==> src/rtl/rr_arbiter_8.sv <==
// rr_arbiter_8: eight-way round-robin arbiter with held grants and back-to-back handoff.
// Define ARB_TIMEOUT_EN to force release of a grant after MAX_HOLD cycles.
module rr_arbiter_8 #(
    parameter int unsigned MAX_HOLD = 16,
    parameter int unsigned INIT_PTR = 7
) (
    input  logic       clk,
    input  logic       rst_n,
    input  logic       enable,
    input  logic [7:0] req,
    input  logic       done,
    output logic [7:0] gnt,
    output logic [2:0] gnt_id,
    output logic       gnt_valid,
    output logic       timeout
);
    localparam int unsigned N    = 8;
    localparam int unsigned IDW  = 3;
    localparam int unsigned CNTW = 8;

    typedef enum logic {
        IDLE  = 1'b0,
        GRANT = 1'b1
    } state_t;

    state_t         state;
    state_t         state_nxt;
    logic [IDW-1:0] ptr;
    logic [IDW-1:0] ptr_nxt;
    logic [N-1:0]   gnt_nxt;
    logic [IDW-1:0] gnt_id_nxt;
    logic           gnt_valid_nxt;
    logic           timeout_nxt;
    logic [N-1:0]   cand;
    logic [IDW-1:0] scan_base;
    logic [IDW:0]   pick;
    logic           owner_release;
    logic           force_rel;

    if (MAX_HOLD < 2 || MAX_HOLD > 255) begin : g_bad_max_hold
        $error("rr_arbiter_8: MAX_HOLD must be in 2..255");
    end
    if (INIT_PTR > N - 1) begin : g_bad_init_ptr
        $error("rr_arbiter_8: INIT_PTR must be in 0..7");
    end

    // First set bit of r scanning upward from p+1 with wrap; p itself is lowest priority.
    function automatic logic [IDW:0] rr_pick(input logic [N-1:0] r, input logic [IDW-1:0] p);
        logic [IDW:0]   res;
        logic [IDW-1:0] k;
        res = '0;
        for (int i = int'(N); i >= 1; i--) begin
            k = p + IDW'(i);
            if (r[k]) begin
                res = {1'b1, k};
            end
        end
        return res;
    endfunction

    // While granted, the scan starts after the owner and the owner is excluded.
    assign scan_base = (state == GRANT) ? gnt_id : ptr;
    assign cand      = (state == GRANT) ? (req & ~gnt) : req;
    assign pick      = rr_pick(cand, scan_base);

`ifdef ARB_TIMEOUT_EN
    logic [CNTW-1:0] hold_cnt;
    logic [CNTW-1:0] hold_cnt_nxt;

    assign force_rel = (state == GRANT) && (hold_cnt == CNTW'(MAX_HOLD - 1)) && !done;

    always_ff @(posedge clk or negedge rst_n) begin
        if (!rst_n) begin
            hold_cnt <= '0;
        end else begin
            hold_cnt <= hold_cnt_nxt;
        end
    end

    always_comb begin
        hold_cnt_nxt = hold_cnt;
        if (state == IDLE || owner_release || !enable) begin
            hold_cnt_nxt = '0;
        end else begin
            hold_cnt_nxt = hold_cnt + CNTW'(1);
        end
    end
`else
    assign force_rel = 1'b0;
`endif

    assign owner_release = done || !req[gnt_id] || force_rel;

    // Next-state and next-output decode.
    always_comb begin
        state_nxt     = state;
        ptr_nxt       = ptr;
        gnt_nxt       = gnt;
        gnt_id_nxt    = gnt_id;
        gnt_valid_nxt = gnt_valid;
        timeout_nxt   = 1'b0;

        unique case (state)
            IDLE: begin
                gnt_nxt       = '0;
                gnt_id_nxt    = '0;
                gnt_valid_nxt = 1'b0;
                if (enable && pick[IDW]) begin
                    state_nxt     = GRANT;
                    gnt_nxt       = N'(1) << pick[IDW-1:0];
                    gnt_id_nxt    = pick[IDW-1:0];
                    gnt_valid_nxt = 1'b1;
                end
            end
            GRANT: begin
                if (!enable) begin
                    state_nxt     = IDLE;
                    ptr_nxt       = gnt_id;
                    gnt_nxt       = '0;
                    gnt_id_nxt    = '0;
                    gnt_valid_nxt = 1'b0;
                end else if (owner_release) begin
                    ptr_nxt     = gnt_id;
                    timeout_nxt = force_rel;
                    if (pick[IDW]) begin
                        gnt_nxt       = N'(1) << pick[IDW-1:0];
                        gnt_id_nxt    = pick[IDW-1:0];
                        gnt_valid_nxt = 1'b1;
                    end else begin
                        state_nxt     = IDLE;
                        gnt_nxt       = '0;
                        gnt_id_nxt    = '0;
                        gnt_valid_nxt = 1'b0;
                    end
                end
            end
            default: begin
                state_nxt = IDLE;
            end
        endcase
    end

    always_ff @(posedge clk or negedge rst_n) begin
        if (!rst_n) begin
            state     <= IDLE;
            ptr       <= IDW'(INIT_PTR);
            gnt       <= '0;
            gnt_id    <= '0;
            gnt_valid <= 1'b0;
            timeout   <= 1'b0;
        end else begin
            state     <= state_nxt;
            ptr       <= ptr_nxt;
            gnt       <= gnt_nxt;
            gnt_id    <= gnt_id_nxt;
            gnt_valid <= gnt_valid_nxt;
            timeout   <= timeout_nxt;
        end
    end

endmodule

==> config.mk <==
export PLATFORM = sky130hd
export DESIGN_NAME = rr_arbiter_8
export DESIGN_NICKNAME = d
export VERILOG_FILES = /design/src/rtl/rr_arbiter_8.sv
export SDC_FILE = /design/constraint.sdc
export NUM_CORES = 1
export LEC_CHECK = 0
export CORE_MARGIN = 5
export CORE_UTILIZATION = 55
export CTS_CLUSTER_SIZE = 10
export DETAILED_ROUTE_END_ITERATION = 12
export DONT_BUFFER_PORTS = 1
export GPL_TIMING_DRIVEN = 1
export HOLD_SLACK_MARGIN = 0.12
export PLACE_DENSITY_LB_ADDON = 0.08
export SKIP_CTS_REPAIR_TIMING = 1
export SLEW_MARGIN = 10
export SYNTH_ARGS = -nofsm -noshare
export SYNTH_HDL_FRONTEND = slang
export SYNTH_SLANG_ARGS = --single-unit
==> constraint.sdc <==
create_clock -name clk -period 5.8 [get_ports clk]
set_input_delay 0.87 -clock clk [delete_from_list [all_inputs] [get_ports clk]]
set_output_delay 0.87 -clock clk [all_outputs]
set_load 0.02 [all_outputs]
==> run summary, run 1 <==
All-Layer GR Usage - 22.8%
Final wirelength - 4610 µm
Most frequent cells in the layout - mux2i_1, nand2_1, dfrtp_1, a21oi_1
Die W - 66.5 µm
Warnings from Yosys - 0
Std-Cell Rows - 20
Clk root buf - clkbuf_4
Final hold violation count - 0
Hold_ws - 0.257 ns
Clk_skew - 0.00340 ns
Met3 GRT Util - 7.59%
Distinct cells, synth - 52
Grt peak-use layer - met2
Die Y - 66.5 µm
CTS clk-pin slew, worst paths - 0.09 ns
Reg area - 404 µm²
Critical path startpoint category - flip-flop
I/O Pins - 25
Post-DP HPWL - 3580 µm
RR Startpoint - state$_DFF_PN0_
Register area share after synthesis - 23.1%
Met2 global-route usage - 35.1%
Outcome - completed
Crit path from - state$_DFF_PN0_
RSZ-0062 raised after global routing - false
Cts bufs inserted - 3
Setup crit end kind - flip-flop
WP data arrival - 4.28 ns
Initial Util - 57.4%
Max-cap violation count - 0
Leak pwr - 0.771 nW
Crit path time final - 4.09 ns
Mapped Nets - 197
Post-synthesis cell area - 1750 µm²
CTS tree - yes
First drt pass iteration count - 5
Via count - 1522
Post-route DRC violation count - 0
Slew margin rel. - 45.2%
Critical path fanouts, max - 19
VDD IR-drop max - 0.000504 V
Die ar. - 4420 µm²
Final setup TNS - 0 ns
CTS sink cnt - 16
Final period utilization - 70.5%
Worst-margin pin slew - 0.815 ns
Footprint of the multi-input gates - 1270 µm²
EDFF count, synth - 0
Antenna Nets Post-Route - 0
Largest net degree at the start of global routing - 22
R2r worst-path depth - 9
Layout cells sized above 1 - 20.2%
Antenna cells - 0
WL per Instance - 20.8 µm
Final Net Count - 193
Most common cell after layout, fill and taps aside - mux2i_1
M1 GR Usage - 31.7%
Layout filler cell count - 281
Drt initial violations - 120
Power per cell area - 702 nW/µm²
Core area - 3050 µm²
Worst hold path class - in2async
R2r setup slk - 1.71 ns
IO buf count - 0
WP data required - 5.99 ns
Synthesized instance count - 183
FF+latch count, synth - 16
Main flop type after synthesis - dfrtp_1
Area growth, synth to finish - 2.50%
Initial antenna violation count - 0
Worst r2r dst - gnt[3]$_DFFE_PN0P_
First-pass GRT wire length - 7560 µm
Vias in the first global route - 1447
Async S/R FF share, synth - 100%
Setup Viol. Count Final - 0
Grt total ovfl - 0
Setup CP Type - reg2reg
Htree depth - 1
Gpl congestion - 0.926
Clk buf depth - 2
Drt via density - 6.86
Final Max Slew Viols - 0
Worst-Skew Late Latency - 0.29 ns
Syn_area_per_cell - 9.58 µm²
Max Clock Freq - 245 MHz
==> worst max path at each step <==
stage / to / slack [ns]
global route: gnt[2]$_DFFE_PN0P_ / 1.55
detailed placement: gnt[2]$_DFFE_PN0P_ / 1.78
finish: gnt[3]$_DFFE_PN0P_ / 1.71
floorplan: gnt[4]$_DFFE_PN0P_ / 2.43
CTS: gnt[2]$_DFFE_PN0P_ / 1.76
global placement: gnt[4]$_DFFE_PN0P_ / 1.92
==> state kept, by name (all words and copies together), names as in the netlist <==
signal and cells:
state 1, gnt_id 3, gnt_valid 1, ptr 3
gnt 8
==> synthesized netlist by cell type, types with 3 or more instances <==
| library cell | n | area, µm² |
|---|---|---|
| xnor2_1 | 4 | 35.0 |
| and3_1 | 3 | 18.8 |
| nor2b_1 | 3 | 18.8 |
| dfstp_2 | 3 | 78.8 |
| a21boi_0 | 5 | 37.5 |
| o21ai_0 | 4 | 20.0 |
| o41ai_1 | 3 | 26.3 |
| clkbuf_1 | 4 | 15.0 |
| o21ai_1 | 4 | 20.0 |
| nor3_1 | 5 | 25.0 |
| mux2_2 | 8 | 90.1 |
| nand2_1 | 20 | 75.1 |
| mux2i_1 | 26 | 260 |
| a21bo_2 | 4 | 40.0 |
| a21boi_1 | 3 | 22.5 |
| inv_1 | 4 | 15.0 |
| nor2_1 | 8 | 30.0 |
| a21oi_1 | 9 | 45.0 |
| mux4_2 | 6 | 135 |
| dfrtp_1 | 13 | 325 |
| a32o_1 | 4 | 40.0 |
==> report_power, final <==
part / switching, mW / internal, mW / total [mW]
clock network: 0.0364 / 0.0383 / 0.0746
logic: 0.569 / 0.397 / 0.966
registers: 0.0705 / 0.151 / 0.222
total: 0.676 / 0.586 / 1.26
==> through the flow <==
stage          instances  instance area (µm²)  power [mW]  utilization [%]  worst slack [ns]
2_1_floorplan        183                 1750       0.994                -              2.43
3_3_place_gp         218                 1760        1.15             57.7              1.92
3_5_place_dp         218                 1760        1.17             57.7              1.78
4_1_cts              222                 1800        1.25             58.9              1.76
5_1_grt              222                 1800        1.36             58.9              1.55
6_report             222                 1800        1.26             58.9              1.71
==> kinds of logic (layout without fill, tap and decap cells) <==
kind of cell	count (synthesis)	after routing	share of synthesized area, %
AOI/OAI and AO/OA	54	54	24.8
and+or+nand+nor	46	46	12.3
muxes	44	44	31.5
DFF	16	16	23.1
buffers and inverters	16	11	4.57
xor gates and xnor gates	4	4	2.00
adders and majority gates	2	2	1.43
other	1	1	0.214
==> metal layers <==
metal / share of wire, % / routed length (µm)
met1: 42 / 1950
met2: 47 / 2160
met3: 10 / 482
met4: 0.39 / 18
met5: 0 / 0
==> layout make-up <==
type,count,area share [%]
multi-input cells,151,70.6
well taps,44,3.06
flip-flops and latches,16,22.5
repair buffers,1,0.418
clock buffers,4,2.02
inverters,6,1.39
==> worst max-delay path, stage by stage, from the launching register on <==
cell      delay, ns
dfrtp_1        0.82
mux2i_4        0.56
ha_1           0.46
inv_1          0.22
mux4_2         0.54
or4_4          0.56
o221ai_2       0.20
a221oi_2       0.10
o21a_4         0.24
o41ai_2        0.28
No activity file was read; power rests on OpenSTA's default activity.
==> inputs of run 2 (changes only) <==
Clock period 5.8 ns to 3.9 ns, I/O delays scaled along.
==> run summary, run 2 (synthesis results as in run 1) <==
Drt initial violations - 96 (-20%)
Antenna Nets Post-Route - 0 (unchanged)
Max-cap violation count - 0 (unchanged)
Most common cell after layout, fill and taps aside - mux2i_1
Worst-Skew Late Latency - 0.30 ns (about the same)
Final Net Count - 197 (+2.1%)
Dpl cells - 221 (+1.4%)
Final hold violation count - 0 (unchanged)
WL per Instance - 20.3 µm (-2.3%)
I/O Pins - 25 (unchanged)
Antenna cells - 0 (unchanged)
Crit path time final - 3.54 ns (-0.548 ns)
Initial Util - 57.4% (unchanged)
WP data required - 4.14 ns (-1.85 ns)
Power per cell area - 1050 nW/µm² (+50%)
Gpl congestion - 0.905 (-2.2%)
Final setup TNS - 0 ns (unchanged)
CTS clk-pin slew, worst paths - 0.10 ns (about the same)
Initial antenna violation count - 0 (unchanged)
VDD IR-drop max - 0.000700 V (+39%)
Worst-margin pin slew - 0.757 ns (-0.0584 ns)
Critical path startpoint category - flip-flop
Worst hold path class - in2reg
Max FFs per register - 8 (unchanged)
Setup ws final - 0.361 ns (-1.35 ns)
Setup CP Type - reg2reg
Layout cells sized above 1 - 21.4% (+1.2 points)
Leak pwr - 0.789 nW (+2.4%)
All-Layer GR Usage - 22.6% (-0.20 points)
Grt total ovfl - 0 (unchanged)
First-pass GRT wire length - 7500 µm (-0.82%)
Drt via density - 6.52 (-4.9%)
Cts bufs inserted - 3 (unchanged)
Most frequent cells in the layout - mux2i_1, nand2_1, dfrtp_1, a21oi_1
Post-route DRC violation count - 0 (unchanged)
Core area - 3050 µm² (unchanged)
Final wirelength - 4590 µm (-0.56%)
Post-route cell area - 1830 µm² (+1.8%)
Final period utilization - 90.8% (+20 points)
Outcome - completed
Post-DP HPWL - 3620 µm (+1.1%)
WP data arrival - 3.78 ns (-0.50 ns)
IO buf count - 0 (unchanged)
Final Max Slew Viols - 0 (unchanged)
Setup crit end kind - flip-flop
Die W - 66.5 µm (unchanged)
Slew margin rel. - 49.4% (+4.2 points)
Std-Cell Rows - 20 (unchanged)
First drt pass iteration count - 4 (-1)
Largest regs - gnt (8), gnt_id (3), ptr (3)
Worst slack at placement - 0.438 ns (-1.34 ns)
Non-Filler Instances - 226 (+1.8%)
Htree depth - 1 (unchanged)
Die Y - 66.5 µm (unchanged)
Clk root buf - clkbuf_4
Setup Viol. Count Final - 0 (unchanged)
Max Clock Freq - 283 MHz (+15%)
Clk buf depth - 2 (unchanged)
RSZ-0062 raised after global routing - false
Critical path fanouts, max - 8 (-11)
CTS sink cnt - 16 (unchanged)
Placed instance area - 1780 µm² (+1.3%)
CTS tree - yes
Vias in the first global route - 1440 (-0.48%)
Largest net degree at the start of global routing - 22 (unchanged)
Die ar. - 4420 µm² (unchanged)
Area growth, synth to finish - 4.35%
Largest reg by FF count - gnt
Via count - 1474 (-3.2%)
Clk_skew - 0.00512 ns (+0.00171 ns)
Tot Pwr - 1.92 mW (+52%)
==> run 2: cell count changes in the layout (fill, tap and decap cells not counted), sizes merged <==
| cell | change |
|---|---|
| buf | +3 |
| dlygate4sd3 | +1 |
==> run 2: layout make-up <==
| cell class | count | area [µm²] |
|---|---|---|
| fill | 278 | 1220 |
| multi-input combinational | 151 | 1270 |
| sequential | 16 | 404 |
| tap | 44 | 55.1 |
| timing repair buffer | 5 | 40.0 |
| inverter | 6 | 25.0 |
| clock buffer | 4 | 36.3 |
==> run 2: where the power goes <==
| part | switching, mW | leakage, nW | internal [mW] | total, mW |
|---|---|---|---|---|
| Sequential | 0.0949 | 0.203 | 0.225 | 0.320 |
| Combinational | 0.880 | 0.565 | 0.606 | 1.49 |
| Clock | 0.0587 | 0.0210 | 0.0570 | 0.116 |
==> run 2: final timing paths <==
| check | start | to | slack, ns | cells after the start |
|---|---|---|---|---|
| worst max-delay path | gnt_id[0]$_DFFE_PN0P_ | gnt[6]$_DFFE_PN0P_ | 0.36 | 9 |
| worst min-delay path | enable | state$_DFF_PN0_ | 0.43 | 2 |
| worst max register to register | gnt_id[0]$_DFFE_PN0P_ | gnt[6]$_DFFE_PN0P_ | 0.36 | 9 |
| worst min register to register | ptr[2]$_DFFE_PN1P_ | ptr[2]$_DFFE_PN1P_ | 0.63 | 1 |
| max in group asynchronous | rst_n | gnt[4]$_DFFE_PN0P_ | 2.64 | 1 |
| min in group asynchronous | rst_n | gnt_id[0]$_DFFE_PN0P_ | 0.79 | 1 |
==> run 2: layer usage <==
metal	up-vias	GRT usage (%)	routed length [µm]
li1	698	-	-
met3	8	6.41	329
met4	0	4.82	66
met2	59	35.6	2140
met5	-	0	0
met1	709	30.6	2050
==> run 2: critical path, stage by stage (launching register included) <==
cell,delay [ns]
dfrtp_1,0.63
mux2i_4,0.23
ha_1,0.31
xnor2_1,0.47
mux4_2,0.41
or4_4,0.56
o221ai_2,0.19
a221oi_2,0.10
o21ai_1,0.35
a32o_1,0.23
==> run 2: per-stage QoR <==
stage          hold slack [ns]  utilization, %
2_1_floorplan            0.289               -
3_3_place_gp             0.290            58.4
3_5_place_dp             0.290            58.4
4_1_cts                -0.0438            59.6
5_1_grt                  0.451            59.9
6_report                 0.430            59.9
==> inputs of run 3 (changes only) <==
Settings changed: PLACE_DENSITY set to 0.67, PLACE_DENSITY_LB_ADDON 0.08 to unset.
Clock period 3.9 ns to 3.66 ns, I/O delays scaled along.
==> run summary, run 3 (synthesis results as in run 1) <==
Die ar. - 4420 µm² (unchanged)
Grt total ovfl - 0 (unchanged)
Crit path time final - 3.43 ns (-0.106 ns)
Worst hold stages - 2 (unchanged)
Drt via density - 6.75 (+3.5%)
Most frequent cells in the layout - mux2i_1, nand2_1, dfrtp_1, buf_4, a21oi_1
WP data required - 3.88 ns (-0.26 ns)
Placed instance area - 1840 µm² (+3.4%)
Post-route DRC violation count - 0 (unchanged)
Critical path fanouts, max - 8 (unchanged)
Reg area - 404 µm² (unchanged)
Footprint of the multi-input gates - 1270 µm² (unchanged)
Slew margin rel. - 52.6% (+3.2 points)
CTS sink cnt - 16 (unchanged)
Met3 GRT Util - 6.91% (+0.51 points)
WL per Instance - 20.1 µm (-1.1%)
Final Net Count - 205 (+4.1%)
Die Y - 66.5 µm (unchanged)
Antenna cells - 0 (unchanged)
Most common cell after layout, fill and taps aside - mux2i_1
Final wirelength - 4700 µm (+2.4%)
Worst-margin pin slew - 0.709 ns (-0.0478 ns)
Vias in the first global route - 1571 (+9.1%)
Max Clock Freq - 291 MHz (+3.1%)
Clk_skew - 0.0113 ns (+0.00614 ns)
Setup ws final - 0.227 ns (-0.134 ns)
Clk root buf - clkbuf_4
VDD IR-drop max - 0.000513 V (-27%)
Post-DP HPWL - 3770 µm (+4.1%)
Outcome - completed
First drt pass iteration count - 5 (+1)
Setup Viol. Count Final - 0 (unchanged)
Power per cell area - 1120 nW/µm² (+6.5%)
Tot Pwr - 2.11 mW (+10%)
Area growth, synth to finish - 7.78%
Worst hold path class - in2reg
CTS tree - yes
Cts bufs inserted - 3 (unchanged)
Final Max Slew Viols - 0 (unchanged)
R2r worst-path depth - 9 (unchanged)
Layout filler cell count - 268 (-3.6%)
Final setup TNS - 0 ns (unchanged)
Critical path startpoint category - flip-flop
Hold_ws - 0.405 ns (-0.0254 ns)
Drt initial violations - 137 (+43%)
RSZ-0062 raised after global routing - false
Crit-path cells - mux2i_4 > ha_1 > inv_1 > mux4_2 > or4_4 > o221ai_2 > a221oi_2 > o21ai_1 > a32o_1
Largest net degree at the start of global routing - 17 (-23%)
Leak pwr - 0.828 nW (+4.9%)
Slowest-stage cell, CP - or4_4
Gpl congestion - 0.970 (+7.2%)
Max-cap violation count - 0 (unchanged)
Non-Filler Instances - 234 (+3.5%)
Final hold violation count - 0 (unchanged)
Final period utilization - 93.8% (+3.1 points)
Grt peak-use layer - met2
Largest reg by FF count - gnt
CTS clk-pin slew, worst paths - 0.10 ns (about the same)
Setup CP Type - reg2reg
Worst-Skew Late Latency - 0.29 ns (about the same)
Htree depth - 1 (unchanged)
Core area - 3050 µm² (unchanged)
First-pass GRT wire length - 7810 µm (+4.1%)
Largest stage delay on the critical path - 0.58 ns (-0.05 ns)
Finished Core Util - 61.9% (+2.0 points)
Critical path buffer and inverter count - 1 (+1)
All-Layer GR Usage - 23.0% (+0.46 points)
Met2 global-route usage - 37.1% (+1.5 points)
Dpl cells - 229 (+3.6%)
Post-route cell area - 1890 µm² (+3.3%)
Std-Cell Rows - 20 (unchanged)
IO buf count - 0 (unchanged)
Max FFs per register - 8 (unchanged)
CP top delay family - multiplexers
Via count - 1580 (+7.2%)
I/O Pins - 25 (unchanged)
M1 GR Usage - 29.9% (-0.73 points)
CP Depth - 9 (unchanged)
Worst slack at placement - 0.295 ns (-0.144 ns)
Setup crit end kind - flip-flop
Die W - 66.5 µm (unchanged)
Layout cells sized above 1 - 24.7% (+3.3 points)
Initial Util - 57.4% (unchanged)
Largest regs - gnt (8), gnt_id (3), ptr (3)
Clk buf depth - 2 (unchanged)
Initial antenna violation count - 0 (unchanged)
WP data arrival - 3.66 ns (-0.12 ns)
Antenna Nets Post-Route - 0 (unchanged)
run 3: final timing paths:
check	from	end	slack [ns]
hold reg to reg	ptr[2]$_DFFE_PN1P_	ptr[2]$_DFFE_PN1P_	0.64
min in group asynchronous	rst_n	gnt[1]$_DFFE_PN0P_	0.74
setup / recovery	state$_DFF_PN0_	gnt[7]$_DFFE_PN0P_	0.23
hold / removal	enable	state$_DFF_PN0_	0.40
max in group asynchronous	rst_n	gnt_id[1]$_DFFE_PN0P_	2.46
setup reg to reg	state$_DFF_PN0_	gnt[7]$_DFFE_PN0P_	0.23
run 3: power breakdown:
| group | switching, mW | internal, mW | leakage (nW) |
|---|---|---|---|
| logic | 0.962 | 0.713 | 0.603 |
| registers | 0.0824 | 0.240 | 0.203 |
| clock network | 0.0561 | 0.0606 | 0.0210 |
| total | 1.10 | 1.01 | 0.828 |
run 3: final cells by class:
cell class	instances	area share [%]
Multi-Input combinational cell	151	67.2
Sequential cell	16	21.4
Timing Repair Buffer	13	5.30
Tap cell	44	2.91
Clock buffer	4	1.92
Inverter	6	1.32
run 3: metal layers:
metal / up-vias / part of all wire, %
met5: - / 0
met3: 10 / 12
li1: 716 / -
met2: 109 / 48
met1: 745 / 38
met4: 0 / 1.9
